===== config.mk =====
export PLATFORM = sky130hd
export DESIGN_NAME = inst_fetch_pipe
export DESIGN_NICKNAME = d
export VERILOG_FILES = /design/src/rtl/inst_fetch_pipe.sv
export SDC_FILE = /design/constraint.sdc
export NUM_CORES = 1
export LEC_CHECK = 0
export ABC_CLOCK_PERIOD_IN_PS = 7100
export BUFFER_PORTS_ARGS = -buffer_cell sky130_fd_sc_hd__buf_2
export CORE_AREA = 2 2 323 261
export CTS_CLUSTER_DIAMETER = 80
export DETAILED_ROUTE_END_ITERATION = 10
export DIE_AREA = 0 0 325 263
export PLACE_DENSITY = 0.58
export SKIP_LAST_GASP = 1
export SYNTH_ARGS = -nofsm -noshare
export SYNTH_HDL_FRONTEND = slang
export SYNTH_SLANG_ARGS = --single-unit

===== constraint.sdc =====
create_clock -name clock -period 7.1 [get_ports clock]
set_clock_uncertainty 0.15 [all_clocks]
set_input_delay 0.355 -clock clock [delete_from_list [all_inputs] [get_ports clock]]
set_output_delay 0.355 -clock clock [all_outputs]
set_load 0.03 [all_outputs]

===== src/rtl/inst_fetch_pipe.sv =====
// Fetch stage between icache and decode: block-aligned requests with one outstanding,
// slot masking/truncation from the branch predictor, and an internal packet queue.
module inst_fetch_pipe #(
    parameter int          FETCH_WIDTH = 4,
    parameter int          FQ_DEPTH    = 4,
    parameter logic [31:0] RESET_PC    = 32'h1000
) (
    input  logic                             clock,
    input  logic                             reset,
    input  logic                             redirect_valid,
    input  logic [31:0]                      redirect_pc,
    output logic [31:0]                      bp_pc,
    input  logic [FETCH_WIDTH-1:0]           bp_taken,
    input  logic [31:0]                      bp_target,
    output logic                             core2icache_req_valid,
    input  logic                             core2icache_req_ready,
    output logic [31:0]                      core2icache_addr,
    input  logic [32*FETCH_WIDTH-1:0]        icache2core_data,
    input  logic                             icache2core_data_valid,
    output logic                             fq_out_valid,
    input  logic                             fq_out_ready,
    output logic [32*FETCH_WIDTH-1:0]        fq_out_inst,
    output logic [31:0]                      fq_out_pc,
    output logic [FETCH_WIDTH-1:0]           fq_out_slot_valid,
    output logic [FETCH_WIDTH-1:0]           fq_out_pred_taken,
    output logic [31:0]                      fq_out_pred_target,
    output logic [$clog2(FQ_DEPTH+1)-1:0]    fq_count
);
    localparam int          B           = $clog2(FETCH_WIDTH*4);
    localparam int          OW          = $clog2(FETCH_WIDTH);
    localparam int          PW          = $clog2(FQ_DEPTH);
    localparam int          CW          = $clog2(FQ_DEPTH+1);
    localparam logic [31:0] BLOCK_BYTES = 32'(FETCH_WIDTH*4);

    typedef enum logic [1:0] {
        ST_REQ  = 2'd0,
        ST_WAIT = 2'd1,
        ST_DROP = 2'd2
    } state_t;

    state_t            state_reg, state_next;
    logic [31:0]       pc_reg, pc_next;
    logic [31:0]       req_pc_reg;
    logic [PW-1:0]     head_reg, tail_reg;
    logic [CW-1:0]     count_reg;

    logic [32*FETCH_WIDTH-1:0] inst_mem   [FQ_DEPTH];
    logic [31:0]               pc_mem     [FQ_DEPTH];
    logic [FETCH_WIDTH-1:0]    slot_mem   [FQ_DEPTH];
    logic [FETCH_WIDTH-1:0]    taken_mem  [FQ_DEPTH];
    logic [31:0]               target_mem [FQ_DEPTH];

    logic                   req_fire, push, pop;
    logic [31:0]            req_aligned;
    logic [OW-1:0]          req_off;
    logic [FETCH_WIDTH-1:0] raw_valid;
    logic [FETCH_WIDTH-1:0] pkt_slot_valid, pkt_pred_taken;
    logic                   pkt_any_taken;
    logic [31:0]            pkt_next_pc, pkt_target;

    assign core2icache_addr = {pc_reg[31:B], {B{1'b0}}};
    assign bp_pc            = req_pc_reg;
    assign req_aligned      = {req_pc_reg[31:B], {B{1'b0}}};
    assign req_off          = req_pc_reg[B-1:2];

    assign core2icache_req_valid = !reset && (state_reg == ST_REQ) && !redirect_valid
                                   && (count_reg < CW'(FQ_DEPTH));
    assign req_fire = core2icache_req_valid && core2icache_req_ready;
    assign push     = (state_reg == ST_WAIT) && icache2core_data_valid && !redirect_valid;
    assign pop      = fq_out_valid && fq_out_ready;

    // Slots before the request offset belong to an earlier fetch target.
    generate
        for (genvar gi = 0; gi < FETCH_WIDTH; gi++) begin : g_raw_valid
            assign raw_valid[gi] = (OW'(gi) >= req_off);
        end
    endgenerate

    // Keep slots up to and including the first predicted-taken valid slot.
    always_comb begin
        pkt_slot_valid = '0;
        pkt_any_taken  = 1'b0;
        for (int i = 0; i < FETCH_WIDTH; i++) begin
            if (raw_valid[i] && !pkt_any_taken) begin
                pkt_slot_valid[i] = 1'b1;
            end
            if (raw_valid[i] && bp_taken[i]) begin
                pkt_any_taken = 1'b1;
            end
        end
    end

    assign pkt_pred_taken = bp_taken & pkt_slot_valid;
    assign pkt_next_pc    = pkt_any_taken ? bp_target : req_aligned + BLOCK_BYTES;
    assign pkt_target     = pkt_any_taken ? bp_target : 32'd0;

    always_comb begin
        state_next = state_reg;
        unique case (state_reg)
            ST_REQ: begin
                if (req_fire) state_next = ST_WAIT;
            end
            ST_WAIT: begin
                if (icache2core_data_valid) state_next = ST_REQ;
                else if (redirect_valid)    state_next = ST_DROP;
            end
            ST_DROP: begin
                if (icache2core_data_valid) state_next = ST_REQ;
            end
            default: state_next = ST_REQ;
        endcase
    end

    always_comb begin
        pc_next = pc_reg;
        if (redirect_valid) pc_next = redirect_pc;
        else if (push)      pc_next = pkt_next_pc;
    end

    always_ff @(posedge clock) begin
        if (reset) begin
            state_reg  <= ST_REQ;
            pc_reg     <= RESET_PC;
            req_pc_reg <= RESET_PC;
        end else begin
            state_reg <= state_next;
            pc_reg    <= pc_next;
            if (req_fire) req_pc_reg <= pc_reg;
        end
    end

    // A flush overrides any same-cycle pop; the popped packet was still delivered.
    always_ff @(posedge clock) begin
        if (reset || redirect_valid) begin
            head_reg  <= '0;
            tail_reg  <= '0;
            count_reg <= '0;
        end else begin
            if (push) tail_reg <= tail_reg + PW'(1);
            if (pop)  head_reg <= head_reg + PW'(1);
            unique case ({push, pop})
                2'b10:   count_reg <= count_reg + CW'(1);
                2'b01:   count_reg <= count_reg - CW'(1);
                default: count_reg <= count_reg;
            endcase
        end
    end

    always_ff @(posedge clock) begin
        if (push) begin
            inst_mem[tail_reg]   <= icache2core_data;
            pc_mem[tail_reg]     <= req_aligned;
            slot_mem[tail_reg]   <= pkt_slot_valid;
            taken_mem[tail_reg]  <= pkt_pred_taken;
            target_mem[tail_reg] <= pkt_target;
        end
    end

    assign fq_out_valid       = !reset && (count_reg != '0);
    assign fq_out_inst        = inst_mem[head_reg];
    assign fq_out_pc          = pc_mem[head_reg];
    assign fq_out_slot_valid  = slot_mem[head_reg];
    assign fq_out_pred_taken  = taken_mem[head_reg];
    assign fq_out_pred_target = target_mem[head_reg];
    assign fq_count           = count_reg;

endmodule


==> flow_metrics.tcl <==
set metrics [dict create \
    status "finished clean" \
    min_path_type "primary input to register" \
    antenna_found_initial 0 \
    critPathArrivalTime_ps 3050 \
    synthCells 1638 \
    largest_reg_flops 512 \
    die-area_um2 85500 \
    startpoint_type "register" \
    clock_latency_ps 650 \
    drcViolationCount 0 \
    grt.overflow.total 0 \
    synthDominantCellAreaShare 0.720 \
    drtAntennaViolNets 0 \
    drv_cap 0 \
    critPathBufInv 2 \
    ys_seq_area_frac 0.766 \
    combPwrFrac 0.036 \
    p_leak_nw 14.0 \
    avgSynthCellArea_um2 20.0 \
    instances_no_fill 3465 \
    cp_data_required_time_ps 6590 \
    cts_resized 0 \
    finalHoldViolCount 0 \
    hpwl_um 49900 \
    finalMaxSlewViolations 0 \
    clkPwrFrac 0.434 \
    dr.first_iter.drc_count 1513 \
    synth_common_cells "edfxtp_1 (784), mux4_2 (196), nand2_1 (97)" \
    postCtsHoldBufs 197 \
    max_flop_register "inst_mem" \
    die_h_um 263 \
    ys.flop_type "edfxtp_1" \
    worstPathMaxFanout 56 \
    switchingPower_w 0.00220 \
    coreArea_um2 82000 \
    post-route-min-period_ps 3550 \
    slowest_delay_ps 970 \
    crit_type "register to primary output" \
    cts_buffers 88 \
    area_growth_pct 25.0 \
    synth_area_leader_cell "edfxtp_1" \
    rows 94 \
    max_freq_mhz 282 \
    num_vias 17900 \
    p_int_w 0.00830 \
    critPathTopFamily "flip-flops" \
    power_density_nw_per_um2 257 \
    synth-edff-count 784 \
    p_seq_frac 0.530 \
    whs_ps 36.8 \
    period_share 0.500 \
    start_util 0.399 \
    worstSetupEndpointType "primary output" \
    routed_wl_um 81300 \
    path_clk_slew_ps 60 \
    cts_max_level 3 \
    ctsRootBufferMaster "clkbuf_16" \
    clock_path_buffers 3 \
    peakVddDrop_mv 0.208 \
    syn_area_um2 32700 \
    cts_setup_buffers 0 \
    nNetsFinal 2499 \
    rsz0062_at_grt "false" \
    yosys_register_bits 859 \
    yosysMostFrequentCell "edfxtp_1" \
    yosysWarnings 0 \
    fin_tns_setup_ps 0 \
    top_regs "inst_mem (512), target_mem (128), pc_mem (112)" \
    io_buffers 462 \
    cts_tree "built" \
    maxSlewHeadroom 0.292 \
    p_sw_frac 0.209 \
    async_flop_share 0 \
    pin_count 471 \
    grt_pass1_vias 18700 \
    yosys-top-cells-area "edfxtp_1 (72%), mux4_2 (13%), dfxtp_1 (4.6%)" \
    avgRoutedWirePerCell_um 23.4 \
    yosysUniqueCellTypes 59 \
    setup_viol 0 \
    gp_congestion 0.931 \
    path_cells "buf_4, mux4_2, buf_2" \
    cp_slowest_cell "dfxtp_4" \
    track_usage 0.189 \
    worst-slew-pin-transition_ps 1060 \
    place_inst 3107 \
    clock_sinks 859 \
    via_per_inst 5.16 \
    grt_max_degree 97 \
    final_layout_size_suffix_gt1_frac 0.348 \
    drt-pass1-iter-count 5 \
    die_width_um 325 \
    grt_pass1_wl_um 121000 \
]
## worst paths after layout
kind,from,end,cells past startpoint,slack [ps]
setup / recovery,register,fq_out_inst[100],3,3550
hold / removal,bp_target[10],target_mem[2][10],2,40
setup reg to reg,state_reg[0],inst_mem[1][11],4,3760
hold reg to reg,pc_reg[13],bp_pc[13],2,310
## worst register-to-register path, stage by stage, from the launching register on
cell and delay (ps):
dfxtp_1 430, nand3b_1 130, nor2_1 490, and2_4 940, buf_4 760
## cell families (layout without fill, tap and decap cells)
family,after synthesis,in the layout,share of synthesized area
multiplexers,197,197,0.135
AO/OA/AOI/OAI,151,151,0.0301
other,1,9,0.000115
buffers and inverters,150,865,0.0228
flip-flops,859,859,0.766
XOR/XNOR,20,20,0.00535
AND/OR/NAND/NOR,253,253,0.0379
adder cells (fa/ha/maj),7,7,0.00291
## area by class of cell
class | instances | area, um2
Fill cell | 6861 | 41100
Sequential cell | 859 | 25100
Multi-Input combinational cell | 636 | 6960
Timing Repair Buffer | 678 | 4530
Clock buffer | 103 | 2310
Tap cell | 1104 | 1380
Clock inverter | 57 | 559
Inverter | 27 | 101
Antenna cell | 1 | 2.50
## placed cells by master (no fill, tap or decap), types with 12 or more instances in the layout
cell type,n
a21oi_1,66
nor2_1,49
dfxtp_1,73
inv_1,27
nand3_1,14
buf_2,462
xor2_1,12
nand2_1,97
edfxtp_1,784
a221oi_1,14
and2_1,37
clkinv_1,20
clkinv_2,16
o21ai_0,16
mux4_2,196
dlygate4sd3_1,197
clkbuf_16,89
## layer usage
metal | part of all wire | track usage | vias to the layer above | routed length (um)
met1 | 0.42 | 0.253 | 9207 | 34000
met5 | 0 | 0 | - | 0
met3 | 0.077 | 0.0552 | 125 | 6270
met4 | 0.026 | 0.0526 | 0 | 2130
li1 | - | - | 7891 | -
met2 | 0.48 | 0.304 | 661 | 38800
## power groups by stage
stage	sequential, W	combinational (W)	clock [W]
global route	0.00556	0.000405	0.00487
detailed placement	0.00567	0.000285	0
floorplan	0.00566	0.000144	0
global placement	0.00566	0.000275	0
CTS	0.00556	0.000376	0.00468
finish	0.00556	0.000378	0.00456
## through the flow
step / cell area (um2) / total power (W) / utilization / setup WS (ps)
after global routing: 40900 / 0.0108 / 0.499 / 3380
after floorplan: 32700 / 0.00581 / - / 1020
after global placement: 36000 / 0.00594 / 0.440 / 3490
final: 40900 / 0.0105 / 0.499 / 3550
after detailed placement: 36000 / 0.00595 / 0.440 / 3380
after CTS: 40900 / 0.0106 / 0.499 / 3460
No activity file was read; power rests on OpenSTA's default activity.
